==> config.mk <==
export PLATFORM = sky130hd
export DESIGN_NAME = prim_rom_rd_adapter
export DESIGN_NICKNAME = d
export VERILOG_FILES = /design/src/rtl/prim_rom_rd_adapter.sv
export SDC_FILE = /design/constraint.sdc
export NUM_CORES = 1
export LEC_CHECK = 0
export ABC_CLOCK_PERIOD_IN_PS = 5700
export BUFFER_PORTS_ARGS = -buffer_cell sky130_fd_sc_hd__buf_2
export CORE_MARGIN = 2
export CORE_UTILIZATION = 54
export CTS_CLUSTER_DIAMETER = 80
export CTS_CLUSTER_SIZE = 14
export DETAILED_ROUTE_END_ITERATION = 10
export PLACE_DENSITY = 0.95
export SLEW_MARGIN = 30
export SYNTH_ARGS = -nofsm -noshare
export SYNTH_HDL_FRONTEND = slang
export SYNTH_SLANG_ARGS = --single-unit
==> constraint.sdc <==
create_clock -name clk_i -period 5.7 [get_ports clk_i]
set_input_delay 1.14 -clock clk_i [delete_from_list [all_inputs] [get_ports clk_i]]
set_output_delay 1.14 -clock clk_i [all_outputs]
set_load 0.01 [all_outputs]
==> src/rtl/prim_rom_rd_adapter.sv <==
// prim_rom_rd_adapter
//   Read front-end for the generic ROM primitive. It turns a req/gnt request
//   channel and a valid/ready response channel into the ROM's fixed one-cycle
//   read protocol. Read data is buffered in a small in-order response FIFO, so
//   the ROM never sees backpressure.
//
//   Optional feature macro: PRIM_ROM_RD_ADDR_CHK_EN
//     When defined, requests with addr_i >= Depth are still granted, but they
//     do not select the ROM. They return data 0 with rsp_err_o=1, in order
//     with the other responses. The rsp_err_o port exists only in this build.
//
// Ports
//   clk_i, rst_i   clock; asynchronous active-high reset
//   req_i, addr_i  read request and word address
//   gnt_o          request accepted this cycle (combinational, may follow rsp_ready_i)
//   rsp_valid_o    response FIFO head valid
//   rsp_ready_i    consumer accepts the head
//   rsp_data_o     head data
//   rsp_err_o      head error flag (PRIM_ROM_RD_ADDR_CHK_EN only)
//   rom_cs_o       ROM chip select
//   rom_addr_o     ROM address
//   rom_dout_i     ROM read data, one cycle after rom_cs_o
//   rom_dvalid_i   ROM data valid, one cycle after rom_cs_o
module prim_rom_rd_adapter #(
  parameter int Width    = 32,
  parameter int Depth    = 2048,
  parameter int Aw       = $clog2(Depth),
  parameter int RspDepth = 2
) (
  input  logic             clk_i,
  input  logic             rst_i,
  input  logic             req_i,
  input  logic [Aw-1:0]    addr_i,
  output logic             gnt_o,
  output logic             rsp_valid_o,
  input  logic             rsp_ready_i,
  output logic [Width-1:0] rsp_data_o,
`ifdef PRIM_ROM_RD_ADDR_CHK_EN
  output logic             rsp_err_o,
`endif
  output logic             rom_cs_o,
  output logic [Aw-1:0]    rom_addr_o,
  input  logic [Width-1:0] rom_dout_i,
  input  logic             rom_dvalid_i
);

  localparam int CntW = $clog2(RspDepth + 1) + 1;
  localparam int PtrW = (RspDepth > 1) ? $clog2(RspDepth) : 1;
  localparam logic [CntW-1:0] RspDepthC = CntW'(RspDepth);
  localparam logic [PtrW-1:0] PtrLast   = PtrW'(RspDepth - 1);

  logic             pend_q;
  logic [CntW-1:0]  count_q, count_d;
  logic [PtrW-1:0]  rd_ptr_q, rd_ptr_d;
  logic [PtrW-1:0]  wr_ptr_q, wr_ptr_d;
  logic [Width-1:0] data_q [RspDepth];
  logic             grant, pop, push;
  logic             req_err, pend_err;
  logic [Width-1:0] push_data;

`ifdef PRIM_ROM_RD_ADDR_CHK_EN
  logic pend_err_q;
  logic err_q [RspDepth];

  assign req_err  = ({1'b0, addr_i} >= (Aw + 1)'(Depth));
  assign pend_err = pend_err_q;
`else
  assign req_err  = 1'b0;
  assign pend_err = 1'b0;
`endif

  function automatic logic [PtrW-1:0] ptr_inc(input logic [PtrW-1:0] p);
    return (p == PtrLast) ? '0 : p + 1'b1;
  endfunction

  assign pop  = rsp_valid_o & rsp_ready_i;
  assign push = pend_q;

  // Occupancy after this cycle: buffered + in flight - leaving now. The
  // in-flight read always lands, so it must already own a slot at grant time.
  // Gating with rst_i forces the combinational outputs low during reset.
  assign grant = req_i & ~rst_i &
                 ((count_q + CntW'(pend_q) - CntW'(pop)) < RspDepthC);

  assign gnt_o      = grant;
  assign rom_cs_o   = grant & ~req_err;
  assign rom_addr_o = (req_i & ~rst_i) ? addr_i : '0;

  assign rsp_valid_o = (count_q != '0);
  assign rsp_data_o  = rsp_valid_o ? data_q[rd_ptr_q] : '0;
`ifdef PRIM_ROM_RD_ADDR_CHK_EN
  assign rsp_err_o   = rsp_valid_o & err_q[rd_ptr_q];
`endif

  // Capture is keyed on pend_q; rom_dvalid_i is only cross-checked.
  assign push_data = pend_err ? '0 : rom_dout_i;

  always_comb begin
    count_d  = count_q;
    rd_ptr_d = rd_ptr_q;
    wr_ptr_d = wr_ptr_q;
    if (push && !pop) begin
      count_d = count_q + 1'b1;
    end else if (!push && pop) begin
      count_d = count_q - 1'b1;
    end
    if (pop) begin
      rd_ptr_d = ptr_inc(rd_ptr_q);
    end
    if (push) begin
      wr_ptr_d = ptr_inc(wr_ptr_q);
    end
  end

  always_ff @(posedge clk_i or posedge rst_i) begin
    if (rst_i) begin
      pend_q   <= 1'b0;
      count_q  <= '0;
      rd_ptr_q <= '0;
      wr_ptr_q <= '0;
`ifdef PRIM_ROM_RD_ADDR_CHK_EN
      pend_err_q <= 1'b0;
`endif
    end else begin
      pend_q   <= grant;
      count_q  <= count_d;
      rd_ptr_q <= rd_ptr_d;
      wr_ptr_q <= wr_ptr_d;
`ifdef PRIM_ROM_RD_ADDR_CHK_EN
      pend_err_q <= grant & req_err;
`endif
    end
  end

  // FIFO storage needs no reset: the head is masked while the FIFO is empty.
  always_ff @(posedge clk_i) begin
    if (push) begin
      data_q[wr_ptr_q] <= push_data;
`ifdef PRIM_ROM_RD_ADDR_CHK_EN
      err_q[wr_ptr_q]  <= pend_err;
`endif
    end
  end

  rom_dvalid_chk: assert property (@(posedge clk_i) disable iff (rst_i)
                                   rom_dvalid_i == (pend_q & ~pend_err));

endmodule

==> run_results.csv, run 1 <==
group,metric,value,unit
clocking,cts_max_path_buffers,2,
cells_and_area,ff_latch_area,2070,um2
grt,grt_overflow_total,0,
critical_path,cp-start-kind,"input port",
cells_and_area,syn_to_final_growth,25.6,%
cells_and_area,final_cell_area,3580,um2
run_status,status,"finished clean",
clocking,ctsResizeCount,0,
yosys,synth-async-reset-ratio,0.0857,
yosys,synthDistinctLibCells,20,
placement,gp_congestion,0.693,
sta,slew_viol_final,0,
route,drt_pass1_iterations,5,
cells_and_area,diodes,0,
critical_path,cp-startpoint,"rsp_ready_i",
placement,numPortBuffers,92,
placement,post-place-ws,1770,ps
clocking,cts_sinks,70,
sta,hold_viol,0,
critical_path,cp.required,4560,ps
floorplanning,die_w,76.6,um
critical_path,crit-reg2reg-launch,"count_q[0]",
critical_path,cpPeakStageDelay,370,ps
route,wl,4760,um
cells_and_area,multiInputGateArea,713,um2
floorplanning,die_area,5870,um2
floorplanning,die_y,76.6,um
route,wire_per_inst,13.6,um
yosys,synth_fp_nets,231,
yosys,ys_ff_latch,70,
worst_hold_path,worstHoldStart,"wr_ptr_q",
critical_path,worst_path_dominant_cell_family,"adder cells",
power,max-vdd-ir-drop,265,uV
clocking,clk-insertion-delay-late,330,ps
clocking,htreeDepth,3,
cells_and_area,nets,327,
cells_and_area,fill_cells,352,
grt,grt_max_degree,34,
sta,finalSetupViolCount,0,
placement,placed_area,3360,um2
critical_path,crit_path_frequent_cell,"buf_2",
route,route.detailed.drc,0,
yosys,yosys-top-cells-area,"edfxtp_1, mux2i_1, dfrtp_1, nor2_1, and2_1",
yosys,ys_seq_area_frac,0.727,
sta,finalCritPeriodShare,0.686,
sta,worstMarginPinSlew,958,ps
floorplanning,rows,26,
sta,finalWorstSetupSlack,1790,ps
cells_and_area,drive_gt1_frac,0.411,
yosys,syn-mean-instance-area,15.9,um2
clocking,cts_hold_buf,0,
critical_path,crit_type,"input port to primary output",
clocking,post-cts-setup-buffers,0,
run,cap_violations,0,
clocking,cts_made_buffers,9,
worst_hold_path,min_path_type,"flop to flop",
route,final_antenna_net_count,0,
cells_and_area,fin_util,0.700,
cells_and_area,final_cell_mix,"buf_2, edfxtp_1, nor2_1, mux2i_1, and2_1",
route,vias,1656,
placement,dp_hpwl,3130,um
sta,final.min_clock_period,3910,ps
critical_path,critical_path_buf_inv_count,3,
sta,rsz0062_at_grt,"false",
sta,fin_skew,4.45,ps
clocking,cts_tree,"done",
critical_path,slowest_stage,"fa_1",
floorplanning,io_pins,94,
grt,grt_usage,0.176,
power,powerDensity,471,nW/um2
sta,final.setup.tns,0,ps
grt,grt_pass1_wl,7780,um
critical_path,endpoint_kind,"primary output",
power,p_leak,1.53,nW
floorplanning,core,5110,um2
sta,max_freq,0.256,GHz
critical_path,worstPathCellList,"buf_2 -> nand2_2 -> inv_1 -> ha_1 -> nand2b_1 -> fa_1 -> xor2_1 -> xnor2_1 -> and3_1 -> buf_2",
critical_path,crit_fanout,3,
floorplanning,start_util,0.558,
route,detail_route.vias_per_cell,4.73,
route,drtIter0Drc,91,
grt,grt_pass1_vias,1705,
yosys,yosysWarnings,0,
yosys,synth_top_area_frac,0.675,
clocking,clock-root-buffer,"clkbuf_8",
yosys,syn_inst,179,
clocking,clk_pin_slew,70,ps
critical_path,arrival,2770,ps
cells_and_area,final_common_cell,"buf_2",
yosys,synth_ff_type,"edfxtp_1",
yosys,netlist_area,2850,um2
sta,hold_ws,543,ps
yosys,synth_largest_area_cell,"edfxtp_1",
grt,antenna_found_initial,0,
yosys,synth-edff-count,64,
sta,slew_headroom,0.361,
[stage by stage]
step                total power [mW]  std cells
floorplan                       1.13        179
global placement                1.30        333
detailed placement              1.32        333
CTS                             1.69        349
global route                    1.79        350
finish                          1.68        350
[state kept, by name (all words and copies together) (netlist names)]
register  count
count_q       3
data_q       64
pend_q        1
rd_ptr_q      1
wr_ptr_q      1
[final timing paths]
check                           endpoint  slack [ps]  cells after the start
min in group asynchronous         pend_q         720                      2
worst max-delay path            rom_cs_o        1790                     10
worst min-delay path            wr_ptr_q         540                      1
worst max register to register    pend_q        3450                     10
worst min register to register  wr_ptr_q         540                      1
max in group asynchronous       rd_ptr_q        4780                      2
[cell usage after synthesis (2+ instances only)]
library cell	n
and2_1	12
edfxtp_1	64
xnor2_1	3
fa_1	2
dfrtp_1	6
buf_2	4
buf_4	4
mux2i_1	32
ha_1	2
nor2_1	33
nor2b_1	2
xor2_1	4
inv_1	4
[worst reg2reg max path, delay by kind of cell (launching register included)]
family	cells	cell delay, ps
XOR/XNOR	2	290
adder cells (fa/ha/maj)	2	620
buffers and inverters	2	100
flip-flops	1	470
AND/OR/NAND/NOR	4	650
[layout make-up]
class / instances / area share
sequential: 70 / 0.580
multi-input combinational: 95 / 0.199
timing repair buffer: 94 / 0.139
clock buffer: 9 / 0.0346
tap: 70 / 0.0245
clock inverter: 7 / 0.0182
inverter: 5 / 0.00525
[cells by family (layout without fill, tap and decap cells)]
family        after synthesis  count (layout)  synth area share
flops                      70              70             0.727
simple gates               51              51            0.0865
mux                        33              33             0.116
buf+inv                    14             115            0.0255
xor+xnor                    7               7            0.0215
fa+ha+maj                   4               4            0.0228
[power by group]
part | total [mW] | leakage, nW | internal, mW | switching [mW]
Sequential | 0.764 | 0.650 | 0.659 | 0.105
Clock | 0.373 | 0.0863 | 0.198 | 0.175
Combinational | 0.547 | 0.798 | 0.268 | 0.279
[per-layer routing]
metal / part of all wire / up-vias / wire length (um) / track usage
met3: 0.053 / 7 / 252 / 0.0462
met2: 0.54 / 55 / 2560 / 0.313
met1: 0.40 / 766 / 1890 / 0.190
met4: 0.013 / 0 / 62 / 0.0945
li1: - / 828 / - / -
met5: 0 / - / 0 / 0
No activity file was read; power rests on OpenSTA's default activity.
==> run 2: changes to the inputs <==
- ABC_CLOCK_PERIOD_IN_PS: 5700 -> 3800
- CORE_UTILIZATION: 54 -> 50
- PLACE_DENSITY: 0.95 -> 0.9
- clock period: 5.7 -> 3.8 ns (I/O delays scaled with it)
==> run_results.csv, run 2 (synthesized netlist as in run 1, its figures left out) <==
group,metric,value,unit
run_status,status,"finished clean",
critical_path,cp-startpoint,"count_q[0]",
critical_path,r2r_setup_slack,1520,ps
cells_and_area,syn_to_final_growth,27.4,%
grt,grt_usage,0.160,
floorplanning,rows,27,
floorplanning,die_y,79.5,um
clocking,post-cts-setup-buffers,0,
clocking,cts_hold_buf,0,
cells_and_area,final_cell_mix,"buf_2, edfxtp_1, nor2_1, mux2i_1, and2_1",
grt,grt_max_degree,34,
cells_and_area,top_regs,"data_q: 64 flops, count_q: 3 flops",
power,p_leak,1.56,nW
clocking,cts_tree,"done",
clocking,clk_pin_slew,70,ps
floorplanning,die_area,6320,um2
floorplanning,io_pins,94,
worst_hold_path,min_path_type,"input port to async pin",
grt,grt_pass1_wl,7390,um
critical_path,cp-start-kind,"flop",
grt,antenna_found_initial,0,
critical_path,r2r_cells,10,
sta,slew_viol_final,0,
sta,worstMarginPinSlew,763,ps
cells_and_area,largest_reg_flops,64,
route,vias,1658,
sta,finalWorstSetupSlack,390,ps
critical_path,endpoint,"rom_cs_o",
clocking,clk-insertion-delay-late,330,ps
route,route.detailed.drc,0,
clocking,htreeDepth,3,
placement,dp_cells,335,
grt,grt_pass1_vias,1658,
critical_path,endpoint_kind,"primary output",
route,wl,4760,um
cells_and_area,drive_gt1_frac,0.411,
route,detail_route.vias_per_cell,4.71,
floorplanning,start_util,0.517,
cells_and_area,diodes,0,
clocking,cts_max_path_buffers,2,
route,drt_pass1_iterations,4,
clocking,ctsResizeCount,0,
sta,final.min_clock_period,3410,ps
floorplanning,die_w,79.5,um
clocking,clock-root-buffer,"clkbuf_8",
sta,max_freq,0.293,GHz
route,final_antenna_net_count,0,
route,drtIter0Drc,59,
floorplanning,core,5510,um2
placement,numPortBuffers,92,
placement,post-place-ws,588,ps
sta,hold_viol,0,
clocking,cts_made_buffers,9,
power,max-vdd-ir-drop,487,uV
sta,fin_skew,8.04,ps
critical_path,crit_fanout,4,
critical_path,crit_type,"flop to primary output",
cells_and_area,largest-register,"data_q",
cells_and_area,final_common_cell,"buf_2",
route,wire_per_inst,13.5,um
sta,finalSetupViolCount,0,
grt,grt_overflow_total,0,
critical_path,r2r-end,"pend_q",
placement,dp_hpwl,3160,um
run,cap_violations,0,
sta,final.setup.tns,0,ps
cells_and_area,final_cells,352,
cells_and_area,nets,327,
critical_path,cp.required,3040,ps
sta,slew_headroom,0.491,
clocking,cts_sinks,70,
sta,rsz0062_at_grt,"false",
power,powerDensity,733,nW/um2
critical_path,crit-reg2reg-launch,"count_q[0]",
power,power,2.66,mW
sta,finalCritPeriodShare,0.897,
placement,gp_congestion,0.627,
critical_path,arrival,2650,ps
[run 2: power by group]
part / switching (mW) / leakage (nW) / total, mW / internal (mW)
registers: 0.154 / 0.650 / 1.15 / 0.992
clock network: 0.262 / 0.114 / 0.697 / 0.435
logic: 0.423 / 0.798 / 0.820 / 0.397
total: 0.839 / 1.56 / 2.66 / 1.82
[run 2: routing by layer]
metal | routed length, um | share of wire | vias up | track usage
met5 | 0 | 0 | - | 0
met4 | 63 | 0.013 | 0 | 0.0724
met3 | 237 | 0.050 | 6 | 0.0419
met2 | 2570 | 0.54 | 49 | 0.282
met1 | 1890 | 0.40 | 781 | 0.182
li1 | - | - | 822 | -
[run 2: worst max-delay path, stage by stage, from the launching register on]
cell	delay (ps)
dfrtp_1	460
nor3_4	210
inv_2	60
nand2_2	90
inv_1	50
ha_1	260
nand2b_1	150
fa_1	380
xor2_1	190
xnor2_1	130
and3_1	200
buf_2	140
[run 2: layout make-up]
cell class,instances,area (um2)
tap,72,90.1
sequential,70,2080
timing repair buffer,94,495
clock buffer,10,128
clock inverter,6,110
inverter,5,18.8
fill,414,1880
multi-input combinational,95,713
[run 2: how the worst min path moves through the flow]
stage,slack (ps),start,to,cells past startpoint
floorplan,460,wr_ptr_q,wr_ptr_q,1
global placement,520,wr_ptr_q,wr_ptr_q,1
detailed placement,530,wr_ptr_q,wr_ptr_q,1
CTS,340,rst_i,wr_ptr_q,2
global route,350,rst_i,rd_ptr_q,2
finish,350,rst_i,rd_ptr_q,2
[run 2: metrics by stage]
stage	utilization	hold slack (ps)	area, um2
finish	0.659	349	3630
global placement	0.611	521	3360
floorplan	-	455	2850
CTS	0.654	341	3600
detailed placement	0.611	529	3360
global route	0.659	349	3630
